### config.mk
export PLATFORM = sky130hd
export DESIGN_NAME = fifo_wr_ctrl
export DESIGN_NICKNAME = d
export VERILOG_FILES = /design/src/rtl/fifo_wr_ctrl.sv
export SDC_FILE = /design/constraint.sdc
export NUM_CORES = 1
export LEC_CHECK = 0
export ABC_AREA = 1
export CAP_MARGIN = 20
export CORE_MARGIN = 2
export CORE_UTILIZATION = 51
export CTS_CLUSTER_SIZE = 28
export DETAILED_ROUTE_END_ITERATION = 8
export PLACE_DENSITY = 0.8
export SLEW_MARGIN = 20
export SYNTH_ARGS = -nofsm -noshare
export SYNTH_HDL_FRONTEND = slang
export SYNTH_SLANG_ARGS = --single-unit
export TNS_END_PERCENT = 10
### constraint.sdc
create_clock -name wr_clk -period 3.6 [get_ports wr_clk]
set_clock_uncertainty 0.05 [all_clocks]
set_input_delay 0.36 -clock wr_clk [delete_from_list [all_inputs] [get_ports wr_clk]]
set_output_delay 0.36 -clock wr_clk [all_outputs]
set_load 0.05 [all_outputs]
### src/rtl/fifo_wr_ctrl.sv
// fifo_wr_ctrl: write-side gray pointer, flag and RAM-write controller of a dual-clock FIFO.
// Define FIFO_WR_PTR_CHECK_EN to add the sticky synchronized-read-pointer sanity check (ptr_err).
module fifo_wr_ctrl #(
  parameter int ADDR_WIDTH   = 10,
  parameter int AFULL_THRESH = 2**ADDR_WIDTH-4
) (
  input  logic                  wr_clk,
  input  logic                  rst,
  input  logic                  wr_en,
  input  logic [ADDR_WIDTH:0]   rd_ptr_sync,
  input  logic                  clr_ovf,
  output logic [ADDR_WIDTH:0]   wr_ptr,
  output logic [ADDR_WIDTH-1:0] wr_addr,
  output logic                  mem_we,
  output logic                  full,
  output logic                  almost_full,
  output logic [ADDR_WIDTH:0]   wr_level,
  output logic                  overflow,
  output logic                  ptr_err
);
  localparam int P = ADDR_WIDTH+1;
  localparam logic [P-1:0] AF = P'(AFULL_THRESH);
  function automatic logic [P-1:0] g2b(input logic [P-1:0] g);
    for (int i = 0; i < P; i++) g2b[i] = ^(g >> i);
  endfunction
  logic [P-1:0] wr_bin_q, wr_bin_d, wr_ptr_q, wr_ptr_d, wr_level_q, wr_level_d, rd_bin;
  logic full_q, full_d, almost_full_q, almost_full_d, overflow_q, overflow_d;
  assign mem_we = wr_en & ~full_q & ~rst;
  assign rd_bin = g2b(rd_ptr_sync);
  always_comb begin
    wr_bin_d      = wr_bin_q + {{(P-1){1'b0}}, mem_we};
    wr_ptr_d      = wr_bin_d ^ (wr_bin_d >> 1);
    wr_level_d    = wr_bin_d - rd_bin;
    almost_full_d = wr_level_d >= AF;
    full_d        = wr_ptr_d == {~rd_ptr_sync[P-1:P-2], rd_ptr_sync[P-3:0]};
    overflow_d    = (wr_en & full_q) | (overflow_q & ~clr_ovf);
  end
  always_ff @(posedge wr_clk) begin
    if (rst) begin
      wr_bin_q      <= '0;
      wr_ptr_q      <= '0;
      wr_level_q    <= '0;
      full_q        <= 1'b0;
      almost_full_q <= 1'b0;
      overflow_q    <= 1'b0;
    end else begin
      wr_bin_q      <= wr_bin_d;
      wr_ptr_q      <= wr_ptr_d;
      wr_level_q    <= wr_level_d;
      full_q        <= full_d;
      almost_full_q <= almost_full_d;
      overflow_q    <= overflow_d;
    end
  end
  assign wr_ptr      = wr_ptr_q;
  assign wr_addr     = wr_bin_q[ADDR_WIDTH-1:0];
  assign full        = full_q;
  assign almost_full = almost_full_q;
  assign wr_level    = wr_level_q;
  assign overflow    = overflow_q;
`ifdef FIFO_WR_PTR_CHECK_EN
  localparam logic [P-1:0] DEPTH = P'(2**ADDR_WIDTH);
  logic [P-1:0] prev_q, rd_step;
  logic ptr_err_q, ptr_err_d;
  // a legal synchronized gray pointer moves by one bit and only forward
  always_comb begin
    rd_step   = rd_bin - g2b(prev_q);
    ptr_err_d = ptr_err_q | ($countones(rd_ptr_sync ^ prev_q) > 1) | (rd_step > DEPTH);
  end
  always_ff @(posedge wr_clk) begin
    if (rst) begin
      prev_q    <= '0;
      ptr_err_q <= 1'b0;
    end else begin
      prev_q    <= rd_ptr_sync;
      ptr_err_q <= ptr_err_d;
    end
  end
  assign ptr_err = ptr_err_q;
`else
  assign ptr_err = 1'b0;
`endif
endmodule

==> impl_metrics.yaml, run 1 <==
outcome:
  outcome: "completed"
worst_setup_path:
  cp-start-kind: "input port"
  cp_common_cell: "nand2_1"
  path_cells: "clkdlybuf4s50_1, inv_1, nand2_1, nor2_1, ha_1, nand4_1, nor2_1, nand2_1, and2_1, ha_1, inv_1, nor2_2, nand4_1, nand2_1, nand2_1, nand2_1, nand2_1, nand3_2, nand2_1"
  cpMaxStageDelayCell: "clkdlybuf4s50_1"
  worstPathMaxFanout: 4
  reg2reg_depth: 16
  reg2reg_setup_slack_ns: 0.71
  endpoint_kind: "flip-flop"
  worstPathRequired_ns: 3.74
  rr_endpoint: "almost_full"
  arrival_ns: 3.37
  r2r-start: "full"
  critPathKind: "in2reg"
  critical_path.max_stage_delay_ns: 0.43
logic_synthesis:
  synth_area_leaders: "dfxtp_1 30%, nand2_1 17%, xor2_1 9.2%, inv_1 7.6%, nor2_1 6.6%"
  ys_warn_count: 0
  synth-seq-cells: 35
  synth_cell_types: 34
  yosys.area.top_type_share: 0.2952
  ys_seq_area_frac: 0.2952
  syn_area_um2: 2374
  synth_cells: 358
  syn_area_per_cell_um2: 6.630
  synth_top_area_cell: "dfxtp_1"
  synthesis.nets: 384
die:
  pin_count: 52
  die_area_um2: 5216
  rows: 24
  core_um2: 4414
  initial_core_util: 0.5377
  die_h_um: 72.22
  die_x_um: 72.22
cells_and_area:
  layout_common_cells: "105 x nand2_1, 50 x clkdlybuf4s50_1, 48 x inv_1"
  fin_area_um2: 3005
  drive_gt1_frac: 0.07524
  antenna_cells: 0
  final_cells: 464
  area_growth_pct: 26.62
  fin_nets: 437
  final_common_cell: "nand2_1"
power_and_ir_drop:
  p_per_area_nw_per_um2: 362.6
  p_leak_nw: 1.503
  irDropWorstVdd_mv: 0.1682
timing:
  finalMaxSlewViolations: 0
  finalHoldViolations: 0
  rsz0062_at_grt: "false"
  fmax_mhz: 310.0
  fin_tns_setup_ns: 0
  setup_viol: 0
  max_slew_margin: 0.6221
  finalCritPeriodShare: 0.8962
  fin_ws_ns: 0.3738
  tightest_slew_ns: 0.5649
  period_minus_slack_ns: 3.226
cts:
  numCtsBuffers: 5
  htreeDepth: 2
  clk_latency_ns: 0.30
  cts_buffer_depth: 2
  post_cts_resized: 0
  clkTransAtPathRegs_ns: 0.07
  tritoncts: "yes"
  cts_hold_buffers: 0
  cts.sinks: 35
  cts_setup_buffers: 0
  root_buffer: "clkbuf_8"
placement:
  place_congestion: 0.9307
  placed_cell_area_um2: 2920
  dp_hpwl_um: 4487
  dp_cells: 456
  place_ws_ns: 0.1006
  numPortBuffers: 50
global_routing:
  grt_antenna_before_repair: 0
  grt_use_total: 0.2311
  grt_pass1_wl_um: 9432
  grt_max_degree: 33
  grt_pass1_vias: 2187
  overflow: 0
drt:
  vias_per_cell: 4.987
  drt-pass1-iter-count: 4
  ant_nets: 0
  num_vias: 2314
  wl_per_cell_um: 11.93
  drt_iter0_drc: 130
  post-route-drc-count: 0
  drt-total-wl_um: 5536
min_path:
  min_path_type: "reg2reg"
  whs_path_depth: 2
  hp-start: "overflow"
  holdPathEnd: "overflow"
job:
  maxCapViolations: 0
[worst max-delay path: cells and delay by family]
kind | cells | cell delay [ns]
simple gates | 14 | 1.69
buf+inv | 3 | 0.66
fa+ha+maj | 2 | 0.64
[cell usage after synthesis]
cell type,count
inv_2,2
xor2_2,1
o21ai_0,6
o21bai_1,2
xnor2_1,7
a21oi_2,1
dfxtp_1,35
xor2_1,25
nor3_1,5
o21a_1,1
a21oi_1,9
fa_1,1
a22oi_1,1
a21boi_1,1
nand2_2,11
nor3_2,3
inv_1,48
clkbuf_1,4
o211ai_1,1
nor2_1,42
nand2_1,105
conb_1,1
nand4_2,1
buf_6,1
nor2_2,1
nand3_2,2
buf_4,1
nand3b_1,1
nand4_1,5
or2_0,1
o21ai_1,1
and2_1,2
ha_1,10
nand3_1,20
[metrics by stage]
stage | utilization | total power [mW] | hold WS [ns]
floorplan | - | 0.7075 | 0.4703
global placement | 0.6616 | 0.8110 | 0.4257
detailed placement | 0.6616 | 0.8158 | 0.4309
CTS | 0.6808 | 1.094 | 0.4484
global route | 0.6808 | 1.152 | 0.4666
finish | 0.6808 | 1.090 | 0.4450
[routing by layer]
layer / routed length [µm] / vias to the layer above / track usage
met5: 0 / - / 0
met4: 103 / 0 / 0.09644
met3: 325 / 9 / 0.03750
met2: 2563 / 78 / 0.3955
met1: 2543 / 1013 / 0.2873
li1: - / 1214 / -
[power by group]
group | total (mW) | switching (mW) | internal [mW]
registers | 0.419 | 0.00723 | 0.412
clock network | 0.282 | 0.147 | 0.135
logic | 0.388 | 0.256 | 0.132
[worst max path at each step]
stage	slack, ns	cells after the start	endpoint	start
6_report	0.37	19	almost_full	rst
5_1_grt	0.09	19	almost_full	rst
4_1_cts	0.41	19	almost_full	rst
3_5_place_dp	0.10	19	almost_full	rst
3_3_place_gp	0.21	19	almost_full	rst
2_1_floorplan	0.06	20	almost_full	rst
[cells by family after synthesis]
logic type,after synthesis,synth area share
buffers and inverters,56,0.09330
xor gates and xnor gates,33,0.1249
other,1,0.001580
and+or+nand+nor,199,0.3674
AOI/OAI and AO/OA,23,0.05641
DFF,35,0.2952
adders and majority gates,11,0.06115
[sequential cells by signal (all words and copies together), names as in the netlist]
signal and count:
wr_level 11, wr_ptr 11, almost_full 1, wr_bin_q 10, overflow 1, full 1
[layout make-up]
cell class	instances	area (µm²)
flip-flops and latches	35	700.7
well taps	52	65.06
clock buffers	6	72.57
inverters	50	187.7
repair buffers	52	515.5
clock inverters	2	12.51
fillers	394	1409
multi-input cells	267	1451
(Power assumes the default switching activity.)
==> run 2: changes to the inputs <==
--- a/config.mk
+++ b/config.mk
@@ -6,7 +6,6 @@
 export NUM_CORES = 1
 export LEC_CHECK = 0
 export ABC_AREA = 1
-export CAP_MARGIN = 20
 export CORE_MARGIN = 2
 export CORE_UTILIZATION = 51
 export CTS_CLUSTER_SIZE = 28
==> results of run 2 <==
Final layout, timing and power as in run 1 (identical DEF).
==> run 3: changes to the inputs <==
--- a/config.mk
+++ b/config.mk
@@ -10,7 +10,7 @@
 export CORE_UTILIZATION = 51
 export CTS_CLUSTER_SIZE = 28
 export DETAILED_ROUTE_END_ITERATION = 8
-export PLACE_DENSITY = 0.8
+export PLACE_DENSITY = 0.88
 export SLEW_MARGIN = 20
 export SYNTH_ARGS = -nofsm -noshare
 export SYNTH_HDL_FRONTEND = slang
==> impl_metrics.yaml, run 3 (same netlist as run 1, synthesis figures left out) <==
outcome:
  outcome: "completed"
die:
  die_x_um: 72.22
  die_h_um: 72.22
  rows: 24
  die_area_um2: 5216
  pin_count: 52
  initial_core_util: 0.5377
  core_um2: 4414
min_path:
  whs_path_depth: 2
  min_path_type: "reg2reg"
  holdPathEnd: "overflow"
  hp-start: "overflow"
worst_setup_path:
  cp-start-kind: "input port"
  cp_common_cell: "nand2_1"
  worstPathRequired_ns: 3.74
  worstPathMaxFanout: 4
  rr_endpoint: "almost_full"
  cpMaxStageDelayCell: "clkdlybuf4s50_1"
  critical_path.max_stage_delay_ns: 0.42
  critPathKind: "in2reg"
  reg2reg_setup_slack_ns: 0.70
  crit_start: "rst"
  r2r-start: "full"
  arrival_ns: 3.39
  reg2reg_depth: 16
  path_cells: "clkdlybuf4s50_1, inv_1, nand2_1, nor2_1, ha_1, nand4_1, nor2_1, nand2_1, and2_1, ha_1, inv_1, nor2_2, nand4_1, nand2_1, nand2_1, nand2_1, nand2_1, nand3_2, nand2_1"
  endpoint_kind: "flip-flop"
cells_and_area:
  final_cells: 466
  drive_gt1_frac: 0.08213
  regArea_um2: 700.7
  antenna_cells: 0
  multi_input_area_um2: 1451
  utilization: 0.6851
  nFillCells: 361
  layout_common_cells: "105 x nand2_1, 50 x clkdlybuf4s50_1, 48 x inv_1"
  final_common_cell: "nand2_1"
  fin_nets: 439
  area_growth_pct: 27.41
global_routing:
  grt_antenna_before_repair: 0
  grt_max_degree: 33
  overflow: 0
  grt_pass1_vias: 2086
  grt_pass1_wl_um: 9294
  grt_use_total: 0.2277
power_and_ir_drop:
  p_sw_frac: 0.3783
  combPwrFrac: 0.359
  irDropWorstVdd_mv: 0.1531
  clockPowerShare: 0.258
  power_switching_mw: 0.4137
  p_per_area_nw_per_um2: 361.6
  p_leak_nw: 1.510
  power.internal_mw: 0.6799
  p_seq_frac: 0.383
drt:
  ant_nets: 0
  post-route-drc-count: 0
  drt-pass1-iter-count: 4
  wl_per_cell_um: 11.92
  drt-total-wl_um: 5554
  drt_iter0_drc: 145
  num_vias: 2323
  vias_per_cell: 4.985
cts:
  tritoncts: "yes"
  cts_setup_buffers: 0
  cts.sinks: 35
  numCtsBuffers: 5
  cts_hold_buffers: 0
  clkTransAtPathRegs_ns: 0.07
  htreeDepth: 2
  post_cts_resized: 0
  clk_latency_ns: 0.29
  cts_buffer_depth: 2
  root_buffer: "clkbuf_8"
timing:
  period_minus_slack_ns: 3.246
  finalCritPeriodShare: 0.9018
  fin_tns_setup_ns: 0
  finalMaxSlewViolations: 0
  fmax_mhz: 308.0
  rsz0062_at_grt: "false"
  max_slew_margin: 0.6602
  tightest_slew_ns: 0.5082
  setup_viol: 0
  finalHoldViolations: 0
  fin_ws_ns: 0.3536
job:
  maxCapViolations: 0
placement:
  dp_cells: 458
  dp_hpwl_um: 4558
  numPortBuffers: 50
  place_congestion: 0.9463
  place_ws_ns: 0.1028
run 3: cell count changes in the layout (fill, tap and decap cells not counted), sizes merged:
cell,previous run,this run
buf,2,4
clkinvlp,1,2
clkbuf,6,5
run 3: layout make-up:
class | instances | share of cell area
flip-flops and latches | 35 | 0.2317
repair buffers | 54 | 0.1754
clock inverters | 3 | 0.006620
clock buffers | 5 | 0.02276
multi-input cells | 267 | 0.4799
inverters | 50 | 0.06206
well taps | 52 | 0.02151
run 3: worst max-delay path by stage:
stage	to	slack [ns]	cells after the start
after floorplan	almost_full	0.06	20
after detailed placement	almost_full	0.10	19
after CTS	almost_full	0.39	19
final	almost_full	0.35	19
after global placement	almost_full	0.24	19
after global routing	almost_full	0.01	19
run 3: power by group through the flow:
stage / sequential (mW) / combinational, mW / clock, mW
detailed placement: 0.428 / 0.391 / 0
finish: 0.419 / 0.392 / 0.283
global placement: 0.427 / 0.382 / 0
global route: 0.420 / 0.429 / 0.297
floorplan: 0.517 / 0.191 / 0
CTS: 0.419 / 0.394 / 0.283
run 3: worst max-delay path: cells and delay by family:
| family | cells | cell delay (ns) |
|---|---|---|
| adders and majority gates | 2 | 0.63 |
| buffers and inverters | 3 | 0.65 |
| and+or+nand+nor | 14 | 1.73 |
run 3: routing by layer:
| layer | share of wire | vias to the layer above | GRT usage |
|---|---|---|---|
| li1 | - | 1212 | - |
| met1 | 0.44 | 1012 | 0.2897 |
| met2 | 0.47 | 82 | 0.3792 |
| met3 | 0.062 | 17 | 0.04167 |
| met4 | 0.028 | 0 | 0.09434 |
| met5 | 0 | - | 0 |
run 3: stage by stage:
stage / cell area [µm²] / total power [mW] / hold WS [ns]
after floorplan: 2374 / 0.7075 / 0.4703
after global placement: 2935 / 0.8092 / 0.4247
after detailed placement: 2935 / 0.8187 / 0.4328
after CTS: 3024 / 1.096 / 0.4506
after global routing: 3024 / 1.147 / 0.4918
final: 3024 / 1.094 / 0.4469
==> edit, RTL diff (config.mk and constraints of run 1) <==
Build with the macro `FIFO_WR_PTR_CHECK_EN` defined.
--- a/src/rtl/fifo_wr_ctrl.sv
+++ b/src/rtl/fifo_wr_ctrl.sv
@@ -1,5 +1,7 @@
 // fifo_wr_ctrl: write-side gray pointer, flag and RAM-write controller of a dual-clock FIFO.
 // Define FIFO_WR_PTR_CHECK_EN to add the sticky synchronized-read-pointer sanity check (ptr_err).
+`define FIFO_WR_PTR_CHECK_EN
+
 module fifo_wr_ctrl #(
   parameter int ADDR_WIDTH   = 10,
   parameter int AFULL_THRESH = 2**ADDR_WIDTH-4
Formal check against the unedited RTL: not equivalent (Yosys sat finds a counterexample within 4 cycles, from zero or initial values and one cycle with rst high).
==> edit against run 1 <==
Setup slack lost 0.49 ns. Sequential power grew 41%. The run now ends with setup timing left. Final area grew 63%. Sequential cell count grew 12. Wire length grew 82%. Via count grew 61%. Synthesized area grew 61%. Maximum frequency shrank 13%. Combinational power grew to 4.2 times the old value. Power grew 140%. Count of clock-buffer cells in the layout is the same. Global-route usage grew 2.4 points. Final cell count grew 58%.
==> edit: results (changes against run 1) <==
| Metric | Value |
|---|---|
| Critical-path top delay cell | sky130_fd_sc_hd__fa_2 (was sky130_fd_sc_hd__clkdlybuf4s50_1) |
| Detailed-route wire length | 10,100 um (was 5540 um) |
| First-pass GRT wire length | 17,200 um (was 9430 um) |
| Final #Nets | 689 (was 437) |
| Number of placed instances, taps included | 726 (was 456) |
| Worst r2r dst | ptr_err (was almost_full) |
| Fraction of layout cells with a size suffix above 1 | 11.2% (was 7.52%) |
| First-pass iteration count of the detailed router | 5 (was 4) |
| Maximum fanout along the worst path | 2 (was 4) |
| Total GRT Usage | 25.5% (was 23.1%) |
| Final period demand of the worst path | 3.72 ns (was 3.23 ns) |
| Nets in the synthesized netlist | 598 (was 384) |
| Final weighted congestion of routability-driven global placement | 0.900 (was 0.931) |
| Non-filler cells in the finished layout | 735 (was 464) |
| Register area share after synthesis | 24.7% (was 29.5%) |
| Endpoint with the worst hold slack | overflow (unchanged) |
| Vias in the first global route | 3,810 (was 2,187) |
| Startpoint of the most critical register-to-register path | prev_q[9] (was full) |
| Arr. time, crit path | 3.85 ns (was 3.37 ns) |
| Maximum ir drop on the vdd rail | 0.314 mV (was 0.168 mV) |
| Count of input and output buffers | 51 (was 50) |
| Pin count of the biggest net entering global routing | 45 (was 33) |
| Detailed-route vias per instance | 5.07 (was 4.99) |
| CTS H-tree lvls | 2 (unchanged) |
| Final count of negative-setup-slack endpoints | 1 (was 0) |
| Commonest cells in the synthesized netlist | 125 x sky130_fd_sc_hd__nand2_1, 82 x sky130_fd_sc_hd__inv_1, 66 x sky130_fd_sc_hd__nor2_1, 48 x sky130_fd_sc_hd__nand3_1, 47 x sky130_fd_sc_hd__dfxtp_1 (was 105 x sky130_fd_sc_hd__nand2_1, 48 x sky130_fd_sc_hd__inv_1, 42 x sky130_fd_sc_hd__nor2_1, 35 x sky130_fd_sc_hd__dfxtp_1, 25 x sky130_fd_sc_hd__xor2_1) |
| HPWL Detailed | 8130 um (was 4490 um) |
| Cells taking the most area after synthesis | sky130_fd_sc_hd__dfxtp_1 25%, sky130_fd_sc_hd__nand2_1 12%, sky130_fd_sc_hd__ha_1 10% (was sky130_fd_sc_hd__dfxtp_1 30%, sky130_fd_sc_hd__nand2_1 17%, sky130_fd_sc_hd__xor2_1 9.2%) |
| Synth cell types | 26 (was 34) |
| Static Leakage | 0.00244 uW (was 0.00150 uW) |
| Run status | finished with violations (was finished, final reports clean) |
| Worst reg2reg path depth | 12 (was 16) |
| Number of DRC markers after the initial detailed-route iteration | 198 (was 130) |
| Pre-CTS worst setup slack | -0.718 ns (was 0.101 ns) |
| Final worst slack | -0.116 ns (was 0.374 ns) |
| Total negative slack for setup checks | -0.116 ns (was 0 ns) |
| Worst slew margin | 65.1% (was 62.2%) |
| Largest delay share family, worst path | adder cells (was simple AND/OR/NAND/NOR gates) |
| Failing checks | setup timing |
## edit: per-stage QoR
| step | total power, uW | instance area (um2) |
|---|---|---|
| CTS | 2640 | 4880 |
| floorplan | 1750 | 3830 |
| finish | 2650 | 4890 |
| global route | 2860 | 4890 |
| global placement | 2100 | 4740 |
| detailed placement | 2180 | 4740 |
## edit: logic make-up after synthesis
logic type / Yosys count / synth area share, %
compound gates: 36 / 5.25
fa+ha+maj: 39 / 14.4
flops: 47 / 24.7
buf+inv: 93 / 9.19
simple gates: 256 / 27.7
xor+xnor: 73 / 18.8
## edit: area by class of cell
type	instances	area (um2)
Timing Repair Buffer	95	831
Sequential cell	47	945
Tap cell	99	124
Clock inverter	2	38.8
Clock buffer	6	82.6
Multi-Input combinational cell	404	2560
Fill cell	629	2360
Inverter	82	308
## edit: power by group
group,internal [uW],switching (uW),total (uW)
Combinational,675,963,1640
Clock,229,192,421
Sequential,568,20.7,589
Total,1470,1180,2650
## edit: tightest hold or removal path, cell delays in order, from the launching register on
cell and delay [ns]:
sky130_fd_sc_hd__dfxtp_1 0.35, sky130_fd_sc_hd__a22oi_1 0.07, sky130_fd_sc_hd__nor2_1 0.08
## edit: layer usage
layer  vias to the layer above  wire length (um)  global-route usage, %
met5                         -                 0                      0
met4                         0               221                   7.69
met3                        21               511                   4.01
met2                       114              5110                   46.5
met1                      1716              4250                   30.8
li1                       1872                 -                      -
## edit: how the worst max path moves through the flow
stage	start	end	depth (start not counted)
after floorplan	rd_ptr_sync[8]	ptr_err	13
after global placement	rd_ptr_sync[9]	ptr_err	13
after detailed placement	rd_ptr_sync[9]	ptr_err	13
after CTS	prev_q[9]	ptr_err	12
after global routing	prev_q[9]	ptr_err	12
final	prev_q[9]	ptr_err	12
## edit: repair_timing
item | CTS | global route
setup buffers | 1 | 0
setup endpoints to repair | 1 | 1
gates resized for setup | 15 | 1
pin swaps | 13 | 0
endpoints found under the hold margin | 0 | 0
